`src/rtl/esfa_pkg.sv`:
```
`default_nettype none
// ============================================================================
// esfa_pkg : shared selector opcodes, reducer state encoding, field width
// Rev 1.0
// ============================================================================
package esfa_pkg;

   localparam int DATA_W_DEF = 8;

   localparam logic [7:0] SEL_UPDATE       = 8'd0;
   localparam logic [7:0] SEL_LOOKUP       = 8'd1;
   localparam logic [7:0] SEL_ENCODE       = 8'd2;
   localparam logic [7:0] SEL_CONGRUE_UP   = 8'd3;
   localparam logic [7:0] SEL_CONGRUE_DOWN = 8'd4;
   localparam logic [7:0] SEL_MARK_AVAIL   = 8'd5;
   localparam logic [7:0] SEL_ENRANK       = 8'd6;
   localparam logic [7:0] SEL_DEBUG        = 8'd7;

   typedef enum logic [1:0] {
      ST_IDLE = 2'd0,
      ST_SCAN = 2'd1,
      ST_DONE = 2'd2
   } reducer_state_e;

   // Only lookUpScan picks the highest-ranked hit; every other opcode
   // (including undefined ones) keeps the first hit.
   function automatic logic is_rank_select(input logic [7:0] sel);
      return (sel == SEL_LOOKUP);
   endfunction

endpackage
`default_nettype wire

```
`src/rtl/cell_select_step.sv`:
```
`default_nettype none
// ============================================================================
// cell_select_step : one scan step - win rule and hit-count update
// Rev 1.0
// ============================================================================
module cell_select_step
   import esfa_pkg::*;
#(
   parameter int DATA_W = DATA_W_DEF
) (
   input  logic [7:0]        sel_i,
   input  logic [7:0]        idx_i,
   input  logic              best_found_i,
   input  logic [7:0]        best_idx_i,
   input  logic [DATA_W-1:0] best_value_i,
   input  logic [DATA_W-1:0] best_context_i,
   input  logic [7:0]        hits_i,
   input  logic              cell_bool_i,
   input  logic [DATA_W-1:0] cell_value_i,
   input  logic [DATA_W-1:0] cell_context_i,
   output logic              next_found_o,
   output logic [7:0]        next_idx_o,
   output logic [DATA_W-1:0] next_value_o,
   output logic [DATA_W-1:0] next_context_o,
   output logic [7:0]        next_hits_o
);

   logic take;

   // Strict compare keeps the earlier (lower-index) cell on a rank tie.
   assign take = cell_bool_i &&
                 (!best_found_i ||
                  (is_rank_select(sel_i) && (cell_context_i > best_context_i)));

   assign next_found_o   = best_found_i | cell_bool_i;
   assign next_idx_o     = take ? idx_i          : best_idx_i;
   assign next_value_o   = take ? cell_value_i   : best_value_i;
   assign next_context_o = take ? cell_context_i : best_context_i;
   assign next_hits_o    = hits_i + {7'd0, cell_bool_i};

endmodule
`default_nettype wire

```
`src/rtl/cell_result_reducer.sv`:
```
`default_nettype none
// ============================================================================
// cell_result_reducer : sequential scan of all cell outputs to one answer
// Rev 1.0
// ============================================================================
module cell_result_reducer
   import esfa_pkg::*;
#(
   parameter int N_CELLS = 8,
   parameter int DATA_W  = DATA_W_DEF
) (
   input  logic                      clk,
   input  logic                      reset,
   input  logic                      in_valid,
   output logic                      in_ready,
   input  logic [7:0]                selector,
   input  logic [N_CELLS-1:0]        bool_vec,
   input  logic [N_CELLS*DATA_W-1:0] value_bus,
   input  logic [N_CELLS*DATA_W-1:0] context_bus,
   output logic                      out_valid,
   input  logic                      out_ready,
   output logic                      out_found,
   output logic [DATA_W-1:0]         out_value,
   output logic [DATA_W-1:0]         out_context,
   output logic [7:0]                out_index,
   output logic [7:0]                out_hits,
   output logic                      busy
);

   localparam logic [7:0] LAST_IDX = 8'(N_CELLS - 1);

   reducer_state_e            state_q, state_d;
   logic [7:0]                sel_q, sel_d;
   logic [N_CELLS-1:0]        bool_q, bool_d;
   logic [N_CELLS*DATA_W-1:0] value_q, value_d;
   logic [N_CELLS*DATA_W-1:0] context_q, context_d;
   logic [7:0]                idx_q, idx_d;
   logic                      found_q, found_d;
   logic [7:0]                best_idx_q, best_idx_d;
   logic [DATA_W-1:0]         best_value_q, best_value_d;
   logic [DATA_W-1:0]         best_context_q, best_context_d;
   logic [7:0]                hits_q, hits_d;
   logic                      out_valid_q, out_valid_d;
   logic                      out_found_q, out_found_d;
   logic [DATA_W-1:0]         out_value_q, out_value_d;
   logic [DATA_W-1:0]         out_context_q, out_context_d;
   logic [7:0]                out_index_q, out_index_d;
   logic [7:0]                out_hits_q, out_hits_d;

   logic                      cell_bool;
   logic [DATA_W-1:0]         cell_value;
   logic [DATA_W-1:0]         cell_context;
   logic                      step_found;
   logic [7:0]                step_idx;
   logic [DATA_W-1:0]         step_value;
   logic [DATA_W-1:0]         step_context;
   logic [7:0]                step_hits;

   assign in_ready    = (state_q == ST_IDLE) && reset;
   assign busy        = (state_q != ST_IDLE);
   assign out_valid   = out_valid_q;
   assign out_found   = out_found_q;
   assign out_value   = out_value_q;
   assign out_context = out_context_q;
   assign out_index   = out_index_q;
   assign out_hits    = out_hits_q;

   // Cell mux written as a compare loop so the 8-bit index needs no resize.
   always_comb begin
      cell_bool    = 1'b0;
      cell_value   = '0;
      cell_context = '0;
      for (int i = 0; i < N_CELLS; i++) begin
         if (idx_q == 8'(i)) begin
            cell_bool    = bool_q[i];
            cell_value   = value_q[i*DATA_W +: DATA_W];
            cell_context = context_q[i*DATA_W +: DATA_W];
         end
      end
   end

   cell_select_step #(
      .DATA_W (DATA_W)
   ) u_step (
      .sel_i          (sel_q),
      .idx_i          (idx_q),
      .best_found_i   (found_q),
      .best_idx_i     (best_idx_q),
      .best_value_i   (best_value_q),
      .best_context_i (best_context_q),
      .hits_i         (hits_q),
      .cell_bool_i    (cell_bool),
      .cell_value_i   (cell_value),
      .cell_context_i (cell_context),
      .next_found_o   (step_found),
      .next_idx_o     (step_idx),
      .next_value_o   (step_value),
      .next_context_o (step_context),
      .next_hits_o    (step_hits)
   );

   always_comb begin
      state_d        = state_q;
      sel_d          = sel_q;
      bool_d         = bool_q;
      value_d        = value_q;
      context_d      = context_q;
      idx_d          = idx_q;
      found_d        = found_q;
      best_idx_d     = best_idx_q;
      best_value_d   = best_value_q;
      best_context_d = best_context_q;
      hits_d         = hits_q;
      out_valid_d    = out_valid_q;
      out_found_d    = out_found_q;
      out_value_d    = out_value_q;
      out_context_d  = out_context_q;
      out_index_d    = out_index_q;
      out_hits_d     = out_hits_q;

      unique case (state_q)
         ST_IDLE: begin
            if (in_valid && in_ready) begin
               state_d        = ST_SCAN;
               sel_d          = selector;
               bool_d         = bool_vec;
               value_d        = value_bus;
               context_d      = context_bus;
               idx_d          = 8'd0;
               found_d        = 1'b0;
               best_idx_d     = 8'd0;
               best_value_d   = '0;
               best_context_d = '0;
               hits_d         = 8'd0;
            end
         end
         ST_SCAN: begin
            idx_d          = idx_q + 8'd1;
            found_d        = step_found;
            best_idx_d     = step_idx;
            best_value_d   = step_value;
            best_context_d = step_context;
            hits_d         = step_hits;
            // Publish straight from the step outputs so the last cell counts.
            if (idx_q == LAST_IDX) begin
               state_d       = ST_DONE;
               out_valid_d   = 1'b1;
               out_found_d   = step_found;
               out_value_d   = step_value;
               out_context_d = step_context;
               out_index_d   = step_idx;
               out_hits_d    = step_hits;
            end
         end
         ST_DONE: begin
            if (out_ready) begin
               state_d     = ST_IDLE;
               out_valid_d = 1'b0;
            end
         end
         default: state_d = ST_IDLE;
      endcase
   end

   always_ff @(posedge clk) begin
      if (!reset) begin
         state_q        <= ST_IDLE;
         sel_q          <= 8'd0;
         bool_q         <= '0;
         value_q        <= '0;
         context_q      <= '0;
         idx_q          <= 8'd0;
         found_q        <= 1'b0;
         best_idx_q     <= 8'd0;
         best_value_q   <= '0;
         best_context_q <= '0;
         hits_q         <= 8'd0;
         out_valid_q    <= 1'b0;
         out_found_q    <= 1'b0;
         out_value_q    <= '0;
         out_context_q  <= '0;
         out_index_q    <= 8'd0;
         out_hits_q     <= 8'd0;
      end else begin
         state_q        <= state_d;
         sel_q          <= sel_d;
         bool_q         <= bool_d;
         value_q        <= value_d;
         context_q      <= context_d;
         idx_q          <= idx_d;
         found_q        <= found_d;
         best_idx_q     <= best_idx_d;
         best_value_q   <= best_value_d;
         best_context_q <= best_context_d;
         hits_q         <= hits_d;
         out_valid_q    <= out_valid_d;
         out_found_q    <= out_found_d;
         out_value_q    <= out_value_d;
         out_context_q  <= out_context_d;
         out_index_q    <= out_index_d;
         out_hits_q     <= out_hits_d;
      end
   end

endmodule
`default_nettype wire

```
`config.mk`:
```
export PLATFORM = sky130hd
export DESIGN_NAME = cell_result_reducer
export DESIGN_NICKNAME = d
export VERILOG_FILES = /design/src/rtl/esfa_pkg.sv /design/src/rtl/cell_select_step.sv /design/src/rtl/cell_result_reducer.sv
export SDC_FILE = /design/constraint.sdc
export NUM_CORES = 1
export LEC_CHECK = 0
export ABC_AREA = 1
export CAP_MARGIN = 15
export CORE_ASPECT_RATIO = 0.8
export CORE_MARGIN = 8
export CORE_UTILIZATION = 50
export DETAILED_ROUTE_END_ITERATION = 12
export GPL_TIMING_DRIVEN = 0
export PLACE_DENSITY_LB_ADDON = 0.12
export RECOVER_POWER = 25
export SLEW_MARGIN = 20
export SYNTH_ARGS = -nofsm -noshare
export SYNTH_HDL_FRONTEND = slang
export SYNTH_SLANG_ARGS = --single-unit
```
`constraint.sdc`:
```
create_clock -name clk -period 8.48 [get_ports clk]
set_input_delay 1.272 -clock clk [delete_from_list [all_inputs] [get_ports clk]]
set_output_delay 1.272 -clock clk [all_outputs]
set_load 0.05 [all_outputs]
```
# After elaboration in Yosys (flattened, before gate mapping)

Index checks and enable logic that the tools add are counted.

Reductions and logical operators: 16
Muxes and demuxes: 42
Magnitude comparators: 1
Add/sub/neg operators: 2
Equality and inequality tests: 13
Bitwise logic cells: 1

Operator list:

| operator                                                        | number |
|---|---|
| 8-bit 2-to-1 mux                                                | 20 |
| 8-bit one-hot mux with 2 select lines                           | 5 |
| 8-bit by 3-bit == test with 1-bit output, second input constant | 4 |
| 8-bit by 1-bit == test with 1-bit output, second input constant | 2 |
| 8-bit by 2-bit == test with 1-bit output, second input constant | 2 |
| 1-bit 2-to-1 mux                                                | 11 |
| 8-bit by 1-bit adder with 8-bit output                          | 1 |
| 8-bit by 1-bit adder with 8-bit output, second input constant   | 1 |
| 8-bit greater-than comparator                                   | 1 |
| 8-bit zero test                                                 | 1 |
| 2-bit 2-to-1 mux                                                | 3 |
| 2-bit one-hot mux with 3 select lines                           | 1 |
| 2-bit AND reduction                                             | 3 |
| 3-bit AND reduction                                             | 2 |
| 2-bit nonzero test                                              | 3 |
| 1-bit logical AND                                               | 4 |
| 2-bit != test, second input constant                            | 2 |
| 1-bit one-hot mux with 2 select lines                           | 2 |
| 2-bit by 1-bit == test with 1-bit output, second input constant | 1 |
| 2-bit == test, second input constant                            | 1 |
| 2-bit zero test                                                 | 1 |
| 2-bit by 1-bit != test with 1-bit output, second input constant | 1 |
| 1-bit zero test                                                 | 1 |
| 1-bit logical OR                                                | 1 |
| 1-bit bitwise OR                                                | 1 |

Input bits: 148
Logic and storage cells: 92
Output and inout bits: 36
Flip-flop bits (word level): 221

# Logic depth before layout (Yosys ltp)

Gate-level depths: netlist (run 1).

Word-level depth: 15
Mapped depth: 31
Mapped depth without buffers: 30

# Hierarchy

From an unflattened synthesis (run 1), not the netlist that was laid out.

Cell total of the unflattened synthesis: 1,416
Area total of the unflattened synthesis: 9,750.6 um^2

Modules (own cells, without submodules):

| module              | cells each | times used | sequential area each (um^2) | area each (um^2) |
|---|---|---|---|---|
| cell_result_reducer | 1,271      | 1          | 4,424.2                     | 8,996.1 |
| cell_select_step    | 145        | 1          | 0.0                         | 754.5 |

# Worst setup path before layout (run 1)

Ideal clock, no wire load.

Path kind: input port to output port
Start: in reset
End: out in_ready
Buffers on the path: 0
Stages: 2
Slack: 5.189 ns
Required time: 7.208 ns
Data arrival time: 2.019 ns
Path through: inv_1 -> nor2_1

Word-level cells in the longest chain between the ends: 1

RTL lines:

| element           | line                      | text |
|---|---|---|
| from (decl)       | cell_result_reducer.sv:13 | `input logic reset,` |
| 1-bit logical AND | cell_result_reducer.sv:59 | `assign in_ready = (state_q == ST_IDLE) && reset;` |
| to (decl)         | cell_result_reducer.sv:15 | `output logic in_ready,` |

No other way between the ends.

# Worst setup path in the final report (run 1)

Start: reg idx_q[1]
End: reg out_value_q[3] (netlist: out_value[3])

Word-level cells in the longest chain between the ends: 14
Elaborated cells between the ends (all ways): 38
Those cells by class: order compare: 1; eq/ne: 7; mux: 25; reduce/logical: 5

RTL lines:

| element                        | line                       | text |
|---|---|---|
| from (decl)                    | cell_result_reducer.sv:37  | `logic [7:0] idx_q, idx_d;` |
| from (signal assigned)         | cell_result_reducer.sv:190 | `idx_q <= idx_d;` |
| 8-bit zero test                | cell_result_reducer.sv:74  | `if (idx_q == 8'(i)) begin` |
| 8-bit 2-to-1 mux (8 in series) | cell_result_reducer.sv:74  |  |
| 8-bit greater-than comparator  | cell_select_step.sv:33     | `(is_rank_select(sel_i) && (cell_context_i > best_context_i)));` |
| 1-bit logical AND              | cell_select_step.sv:33     |  |
| 1-bit logical OR               | cell_select_step.sv:32     | `(!best_found_i \|\|` |
| 1-bit logical AND              | cell_select_step.sv:31     | `assign take = cell_bool_i &&` |
| 8-bit 2-to-1 mux               | cell_select_step.sv:37     | `assign next_value_o = take ? cell_value_i : best_value_i;` |
| to (signal assigned)           | cell_result_reducer.sv:198 | `out_value_q <= out_value_d;` |
| to (decl)                      | cell_result_reducer.sv:45  | `logic [DATA_W-1:0] out_value_q, out_value_d;` |

Parallel ways exist; a longest one is shown, timed or not.
A chain may end at the register's enable or synchronous reset.

==> summary.md, run 1 <==
| Metric | Value |
|---|---|
| CTS resizes | 0 |
| Clock latency on the worst-skew pair | about 520 ps |
| CTS tree | built |
| Cts hold-fix bufs | 0 |
| Netlist Area Pre-Place | between 9000 and 10000 µm² |
| Largest family of logic cells by synthesized area | simple AND/OR/NAND/NOR gates |
| Clock slew at reported path FFs | approximately 60 ps |
| Library cells used by synthesis | between 40 and 50 |
| Leakage | between 0.005 and 0.006 µW |
| Routed Antenna Nets | 0 |
| FP Rows | 46 |
| Layout cells sized above 1 | between 4 and 5% |
| Multi-input logic area | ~4600 µm² |
| Psw | just over 700 µW |
| Hold Fails Final Rpt | 0 |
| Reg power frac | between 40% and 50% |
| CP Launch Type | flip-flop |
| WS Path Type | flip-flop to flip-flop |
| Comb power frac | between 15 and 20% |
| Max Root-Sink Buffers | 3 |
| # port buffers | around 180 |
| Switching share of power | a little over a quarter |
| Leading cell types in the layout, fill and taps excluded | 415 x nand2_1, 221 x dfxtp_1, 180 x a21oi_1 |
| Unrepaired setup endpoints after global routing | false |
| Synth Area in XOR/XNOR | less than 1% |
| Peak VDD IR | ~0.13 mV |
| Core ar. | approximately 20000 µm² |
| Crit path capture type | flip-flop |
| Fin util | 65.61% |
| Max Cap Viol | 0 |
| Setup Buffers After CTS | 0 |
| Yosys Warn Count | 0 |
| Post-route DRC | 0 |
| Cts bufs inserted | 23 |
| First-pass GRT wire length | 50.13 mm |
| Fillers | around 1800 |
| Post-Synth Adder-Cell Area | 1.763% |
| Min Tclk post-route | roughly 4300 ps |
| PwrDens | roughly 200 nW/µm² |
| 1st-iter DRT viols | 833 |
| Die W | 173.6 µm |
| Register area share after synthesis | 44.53% |
| Synth Flop Type | dfxtp_1 |
| Mux cell area share after synthesis | 0% |
| Root Driver | clkbuf_16 |
| DR vias/cell | 5.275 |
| Routed vias | 10130 |
| Synth Register Bits | 221 |
| Post-synth ARST share | 0% |
| GRT Util Overall | between 20% and 30% |
| WL/cell | 16.47 µm |
| Detailed Route WL | 31.65 mm |
| Compound-Gate Fraction of Synth Area | between 10% and 20% |
| Syn Area/Cell | just under 7 µm² |
| Layout Nets | roughly 1800 |
| Initial DRT Pass Iterations | 6 |
| Clk network pwr share | 41.0% |
| Hold Crit Class | flip-flop to flip-flop |
| Clk_skew | ~17 ps |
| Global route overflow | 0 |
| Final Setup Violations | 0 |
| Syn Nets | between 1500 and 2000 |
| Htree depth | 1 |
| Reg area | 4424 µm² |
| Syn Inst Count | 1432 |
| Synth-to-layout area growth | 29.62% |
| Max-slew violation count | 0 |
| Worst EP required | a little under 9000 ps |
| Clock sinks | between 200 and 250 |
| Int Pwr | between 1500 and 2000 µW |
| Initial antenna violation count | 1 |
| FMAX | ~0.23 GHz |
| Largest net degree at the start of global routing | 14 |
| DP Wirelength | between 20 and 25 mm |
| Final Cycle Share | roughly half |
| Placer Congestion | roughly 0.93 |
| Ports | around 180 |
| Post-synthesis simple-gate area fraction | about 28% |
| Worst Tran Pin Value | 782.3 ps |
| EDFF count, synth | 0 |
| Initial Util | 50.62% |
| Floorplan die height | between 100 and 150 µm |
| Critical path arrival | about 4800 ps |
| Status | completed |
| Crit path max fanout | 10 |
| Commonest non-fill, non-tap cell in the layout | nand2_1 |
| Vias in the first global route | a little under 10000 |
| Die area | ~25000 µm² |
| Setup TNS Final | 0 ps |
| Max_slew headroom | between 40% and 50% |
cell type report:
cell class / instances / area share, %
Sequential cell: 221 / 34.36
Clock inverter: 8 / 1.117
Antenna cell: 1 / 0.01943
Multi-Input combinational cell: 970 / 35.36
Inverter: 148 / 4.333
Timing Repair Buffer: 183 / 14.22
Buffer: 93 / 2.954
Clock buffer: 33 / 5.072
Tap cell: 264 / 2.565
worst max-delay path, cell delays in order (launching register included):
cell and delay [ps]:
dfxtp_1 340, inv_1 130, ha_1 220, inv_1 70, nor2_1 160, clkbuf_1 400, nand3_1 140, nand3_1 150
nand2_1 70, nand2_1 80, nand3_1 90, nand2_1 110, nand2_1 100, o21ai_0 150, inv_1 80, ha_1 300
a21oi_1 60, o21ai_0 140, nand3_1 90, o211ai_1 90, nand2_1 70, nand2_1 180, nand2_4 110, buf_2 220
o21ai_0 510, o21ai_1 120, inv_1 60
sequential cells by signal (all words and copies together), names as in the netlist, 2 cells and up:
register,cells
best_context_q,8
best_idx_q,8
best_value_q,8
bool_q,8
context_q,64
hits_q,8
idx_q,8
out_context,8
out_hits,8
out_index,8
out_value,8
sel_q,8
state_q,2
value_q,64
cells by family after synthesis:
kind of cell               count (synthesis)
and+or+nand+nor                          643
AOI/OAI and AO/OA                        307
buffers and inverters                    241
DFF                                      221
adders and majority gates                 14
xor gates and xnor gates                   6
final timing paths:
path / startpoint / to / slack, ps / depth (start not counted)
hold reg to reg: value_q[36] / value_q[36] / 450 / 2
setup reg to reg: idx_q[1] / out_value[3] / 4160 / 26
hold / removal: value_q[36] / value_q[36] / 450 / 2
setup / recovery: idx_q[1] / out_value[3] / 4160 / 26
cells in the mapped netlist (2+ instances only):
master      n  area, µm²
buf_4       3      22.52
o21ai_0   112      560.5
nand4_1     2      12.51
nor2_2      3      18.77
a21oi_1   180      900.9
nand3_1   149      745.7
nand2_1   414       1554
buf_1      11      41.29
or2_2       2      12.51
nand2_4     2      22.52
nor2_1     36      135.1
inv_2       7      26.28
a21o_1      3      22.52
o211ai_1    4      30.03
nand3b_1   10      75.07
clkbuf_1   65      244.0
ha_1       14      175.2
nor3_1      6      30.03
dfxtp_1   221       4424
nor2_4      2      22.52
inv_1     139      521.8
buf_2      13      65.06
a221oi_1    2      17.52
xor2_1      5      43.79
nand2_2    11      68.82
power by group through the flow:
stage | Sequential (µW) | Clock [µW] | Combinational [µW]
floorplan | 1140 | 0 | 250
global placement | 1140 | 0 | 412
detailed placement | 1150 | 0 | 421
CTS | 1120 | 1080 | 424
global route | 1130 | 1120 | 474
finish | 1120 | 1080 | 428
layer usage:
| metal | vias to the layer above | part of all wire, % | track usage [%] |
|---|---|---|---|
| met5 | - | 0 | 0 |
| met4 | 0 | 2.4 | 6.870 |
| met3 | 49 | 7.5 | 4.375 |
| met2 | 377 | 43 | 38.70 |
| met1 | 4684 | 47 | 35.20 |
| li1 | 5024 | - | - |
stage by stage:
stage	power [µW]	instances	instance area [µm²]	hold WS, ps	setup WS, ps
after global placement	1556	1879	12100	432.9	4337
after CTS	2624	1920	12890	448.8	4326
final	2628	1921	12880	447.2	4158
after detailed placement	1566	1879	12100	440.8	4335
after global routing	2724	1921	12880	460.7	3895
after floorplan	1388	1432	9935	424.5	5189
(Power assumes the default switching activity.)
==> run 2: changes to the inputs <==
==> constraint.sdc (replaced) <==
create_clock -name clk -period 4.1 [get_ports clk]
set_input_delay 0.615 -clock clk [delete_from_list [all_inputs] [get_ports clk]]
set_output_delay 0.615 -clock clk [all_outputs]
set_load 0.05 [all_outputs]
==> summary.md, run 2 (synthesis results as in run 1) <==
| Metric | Value |
|---|---|
| PwrDens | 420.8 nW/µm² |
| Clock slew at reported path FFs | around 60 ps |
| Int Pwr | 3972 µW |
| Detailed Route WL | around 32 mm |
| Cts bufs inserted | 23 |
| Final Cycle Share | 92.82% |
| Crit path capture type | flip-flop |
| Setup Buffers After CTS | 0 |
| Min Tclk post-route | about 3800 ps |
| Hold path endpoint | value_q[36] |
| Largest net degree at the start of global routing | 14 |
| Synth-to-layout area growth | 29.97% |
| DP Wirelength | approximately 24 mm |
| Unrepaired setup endpoints after global routing | false |
| Die W | 173.6 µm |
| Clk network pwr share | around two fifths |
| Peak VDD IR | between 0.2 and 0.3 mV |
| Leading cell types in the layout, fill and taps excluded | 412 x nand2_1, 220 x dfxtp_1, 180 x a21oi_1 |
| Clock latency on the worst-skew pair | around 520 ps |
| Routed Antenna Nets | 0 |
| Core ar. | ~20000 µm² |
| GRT Util Overall | roughly 25% |
| 1st-iter DRT viols | roughly 900 |
| Layout Nets | approximately 1800 |
| Design area | roughly 13000 µm² |
| Worst EP required | between 4000 and 5000 ps |
| Initial DRT Pass Iterations | 5 |
| Vias in the first global route | a little under 10000 |
| Regs by FF count | context_q x64, value_q x64 |
| Max-slew violation count | 0 |
| Initial Util | just over 50% |
| Max Cap Viol | 0 |
| Htree depth | 1 |
| # port buffers | approximately 180 |
| R2R Path Start | idx_q[1] |
| Worst Tran Pin Value | 791.9 ps |
| DP Worst Slack | -16.45 ps |
| Hold Path Origin | value_q[36] |
| Post-route DRC | 0 |
| Reg2reg end | out_value[3] |
| Placer Congestion | 0.9273 |
| CTS tree | built |
| Cts hold-fix bufs | 0 |
| Die area | ~25000 µm² |
| DR vias/cell | ~5.3 |
| Comb power frac | approximately 16% |
| FMAX | ~0.26 GHz |
| Root Driver | clkbuf_16 |
| Psw | between 1000 and 1500 µW |
| Floorplan die height | approximately 140 µm |
| Routed vias | ~10000 |
| WS Path Type | flip-flop to flip-flop |
| Area after DPL | between 10000 and 15000 µm² |
| Hold path cells | 2 |
| Hold Fails Final Rpt | 0 |
| Crit path max fanout | 10 |
| Layout cells sized above 1 | 5.498% |
| Switching share of power | 26.91% |
| Critical path arrival | about 4200 ps |
| Max Root-Sink Buffers | 3 |
| Clk_skew | 16.04 ps |
| Status | completed |
| WL/cell | between 15 and 20 µm |
| Worst Reg-to-Reg Cells | 21 |
| R2R Setup Slk | about 290 ps |
| Clock sinks | between 200 and 250 |
| Global route overflow | 0 |
| Hold Crit Class | flip-flop to flip-flop |
| Commonest non-fill, non-tap cell in the layout | nand2_1 |
| Max_slew headroom | 47.21% |
| FP Rows | 46 |
| Final Setup Violations | 0 |
| Reg power frac | between 40% and 50% |
| Initial antenna violation count | 1 |
| Pwr Total | about 5400 µW |
| Ports | 184 |
| Leakage | around 0.0056 µW |
| PnR worst setup slack | 294.6 ps |
| CP Launch Type | flip-flop |
| First-pass GRT wire length | around 50 mm |
## run 2: changes by cell type in the layout (fill, tap and decap cells not counted), sizes merged
cell           delta
clkbuf            -4
buf               +3
clkdlybuf4s50     -1
dlygate4sd3       +1
## run 2: repair_timing
action	in CTS	in global routing
pin swaps	0	0
resized for setup	1	12
setup endpoints to repair	1	47
cloned	0	0
## run 2: final cells by class
type,count,area (µm²)
inverters,148,558.0
flip-flops and latches,221,4425
fillers,1757,6714
clock inverters,8,143.9
clock buffers,33,653.1
plain buffers,92,380.4
diodes,1,2.502
multi-input cells,970,4587
well taps,264,330.3
repair buffers,183,1832
## run 2: power by group through the flow
stage | logic (µW) | registers, µW | clock network [µW]
2_1_floorplan | 516 | 2360 | 0
3_3_place_gp | 853 | 2370 | 0
3_5_place_dp | 870 | 2370 | 0
4_1_cts | 877 | 2320 | 2230
5_1_grt | 986 | 2340 | 2320
6_report | 888 | 2330 | 2220
## run 2: metrics by stage
step / hold slack [ps] / cells / setup TNS [ps] / utilization [%]
after floorplan: 424.5 / 1432 / 0 / -
after global routing: 460.7 / 1920 / 0 / 65.79
after detailed placement: 440.8 / 1879 / -16.45 / 61.63
after global placement: 432.9 / 1879 / 0 / 61.63
final: 448.2 / 1920 / 0 / 65.79
after CTS: 448.8 / 1920 / 0 / 65.70
## run 2: worst max-delay path, cell delays in order (launching register included)
cell and delay [ps]:
dfxtp_1 370, ha_1 220, inv_1 90, nor3_2 330
buf_2 320, buf_1 500, nand2_1 120, nand2_1 130
inv_1 50, ha_1 290, nand2_1 70, nor2_1 130
nand3_1 90, o211ai_1 90, nand2_1 80, nand2_2 130
nand2_4 100, buf_2 200, nand2_1 90, o21ai_2 100
o21ai_1 140, inv_1 50
## run 2: routing by layer
| metal | share of wire, % | up-vias | GRT usage [%] |
|---|---|---|---|
| met1 | 47 | 4641 | 35.20 |
| met2 | 44 | 356 | 38.70 |
| met3 | 7.3 | 51 | 4.375 |
| li1 | - | 5034 | - |
| met4 | 2.4 | 0 | 6.870 |
| met5 | 0 | - | 0 |
## run 2: how the worst max path moves through the flow
stage,from,to,slack (ps),cells after the start
after floorplan,idx_q[1],out_context[4],1050,30
after global placement,idx_q[0],out_value[3],70,26
after detailed placement,idx_q[0],out_value[3],-20,26
after CTS,idx_q[0],out_value[3],90,26
after global routing,idx_q[1],out_context[4],30,29
final,idx_q[1],out_value[3],290,21
==> run 3: changes to the inputs <==
--- a/config.mk
+++ b/config.mk
@@ -11,6 +11,7 @@
 export CORE_MARGIN = 8
 export CORE_UTILIZATION = 50
 export DETAILED_ROUTE_END_ITERATION = 12
+export GPL_ROUTABILITY_DRIVEN = 0
 export GPL_TIMING_DRIVEN = 0
 export PLACE_DENSITY_LB_ADDON = 0.12
 export RECOVER_POWER = 25
==> summary.md, run 3 (synthesis results as in run 1) <==
| Metric | Value |
|---|---|
| Status | completed |
| Floorplan die height | 142.1 µm |
| Int Pwr | ~4000 µW |
| Fin util | between 60% and 70% |
| Dpl cells | around 1900 |
| Leakage | 0.005609 µW |
| Critical path arrival | between 4000 and 5000 ps |
| Crit path max fanout | 10 |
| Max-slew violation count | 0 |
| First-pass GRT wire length | about 50 mm |
| Hold Crit Class | flip-flop to flip-flop |
| Clk_skew | approximately 11 ps |
| Clock sinks | 221 |
| Final Cycle Share | 93.31% |
| Clock slew at reported path FFs | 60 ps |
| Hold Path Origin | value_q[33] |
| Core ar. | 19630 µm² |
| # port buffers | roughly 180 |
| Diodes inserted | 0 |
| Routed Antenna Nets | 0 |
| Clk network pwr share | between 40 and 50% |
| Crit path capture type | flip-flop |
| Hold Fails Final Rpt | 0 |
| Comb power frac | roughly 16% |
| Psw | ~1500 µW |
| Cts bufs inserted | 23 |
| PwrDens | 423.3 nW/µm² |
| WS Path Type | flip-flop to flip-flop |
| Unrepaired setup endpoints after global routing | false |
| DP Wirelength | between 20 and 25 mm |
| Post-route DRC | 0 |
| Max Cap Viol | 0 |
| Pwr Total | roughly 5500 µW |
| Setup TNS Final | 0 ps |
| CTS tree | built |
| Largest net degree at the start of global routing | 14 |
| Commonest non-fill, non-tap cell in the layout | nand2_1 |
| CP Launch Type | flip-flop |
| Regs by FF count | context_q x64, value_q x64 |
| Max_slew headroom | about 46% |
| Global route overflow | 0 |
| WHS | 447.4 ps |
| Die area | ~25000 µm² |
| Worst EP required | ~4600 ps |
| Htree depth | 1 |
| FMAX | ~0.26 GHz |
| Non-filler cells, final | about 1900 |
| Min Tclk post-route | between 3000 and 4000 ps |
| Initial Util | between 50% and 60% |
| Detailed Route WL | approximately 32 mm |
| Reg power frac | a little over two fifths |
| Synth-to-layout area growth | 30.52% |
| Vias in the first global route | 9532 |
| Peak VDD IR | between 0.3 and 0.4 mV |
| WL/cell | 16.55 µm |
| Switching share of power | a little over a quarter |
| GRT Util Overall | 25.01% |
| DR vias/cell | roughly 5.3 |
| Die W | 173.6 µm |
| Max Root-Sink Buffers | 3 |
| Layout cells sized above 1 | under 10% |
| R2R Path Start | idx_q[0] |
| Root Driver | clkbuf_16 |
| Setup Buffers After CTS | 0 |
| 1st-iter DRT viols | between 1000 and 1500 |
| Ports | approximately 180 |
| Initial DRT Pass Iterations | 6 |
| Worst Tran Pin Value | roughly 810 ps |
| Leading cell types in the layout, fill and taps excluded | 412 x nand2_1, 220 x dfxtp_1, 180 x a21oi_1 |
| Layout Nets | about 1800 |
| Initial antenna violation count | 0 |
| Worst setup path start | idx_q[0] |
| Clock latency on the worst-skew pair | between 500 and 600 ps |
| Final Setup Violations | 0 |
| FP Rows | 46 |
| Routed vias | around 10000 |
[run 3: cell count changes in the layout (fill, tap and decap cells not counted), sizes merged]
cell	change
clkbuf	+6
diode	-1
clkinv	-2
bufinv	-1
buf	-1
[run 3: through the flow]
step	instance area (µm²)	setup WS, ps
2_1_floorplan	9935	1051
3_3_place_gp	12100	91.67
3_5_place_dp	12100	58.36
4_1_cts	12930	13.54
5_1_grt	12970	7.033
6_report	12970	274.2
[run 3: area by class of cell]
type / count / area, µm²
plain buffers: 93 / 397.9
clock buffers: 37 / 728.2
clock inverters: 5 / 103.9
fillers: 1763 / 6660
inverters: 148 / 558.0
multi-input cells: 970 / 4591
flip-flops and latches: 221 / 4425
well taps: 264 / 330.3
repair buffers: 183 / 1832
[run 3: per-layer routing]
layer  track usage, %  vias up  share of wire, %
li1                 -     5038                 -
met1            34.50     4628                45
met2            39.07      424                43
met3            4.932       58               8.5
met4            7.454        0               2.7
met5                0        -                 0
[run 3: power groups by stage]
stage	sequential, µW	clock [µW]	combinational (µW)
detailed placement	2370	0	866
global route	2340	2390	990
floorplan	2360	0	516
CTS	2320	2280	873
finish	2330	2270	889
global placement	2370	0	850
[run 3: final timing paths]
kind	end	slack [ps]	cells after the start
max	out_value[3]	270	26
min	value_q[33]	450	2
max reg2reg	out_value[3]	270	26
min reg2reg	value_q[33]	450	2
[run 3: worst max-delay path: stages, from the launching register on]
cell      delay [ps]
dfxtp_2          340
inv_1            120
ha_1             210
nand2_1          100
nor2_4           160
inv_2             70
clkbuf_2         220
nand3_1          180
nand2_1           70
nand2_1           90
nand3_1          100
nand2_1          100
nand2_1           90
o21ai_0          130
inv_1             70
ha_1             290
a21oi_1           70
o21ai_0          140
nand3_1           90
o211ai_1          90
nand2_1          110
nand2_2          120
nand2_4          100
buf_2            190
o21ai_1          350
o21ai_1           90
inv_1             60
[run 3: what timing repair did]
item / 4_1_cts / 5_1_grt
resized for setup: 0 / 18
hold buffers: 0 / 0
setup endpoints to repair: 0 / 47
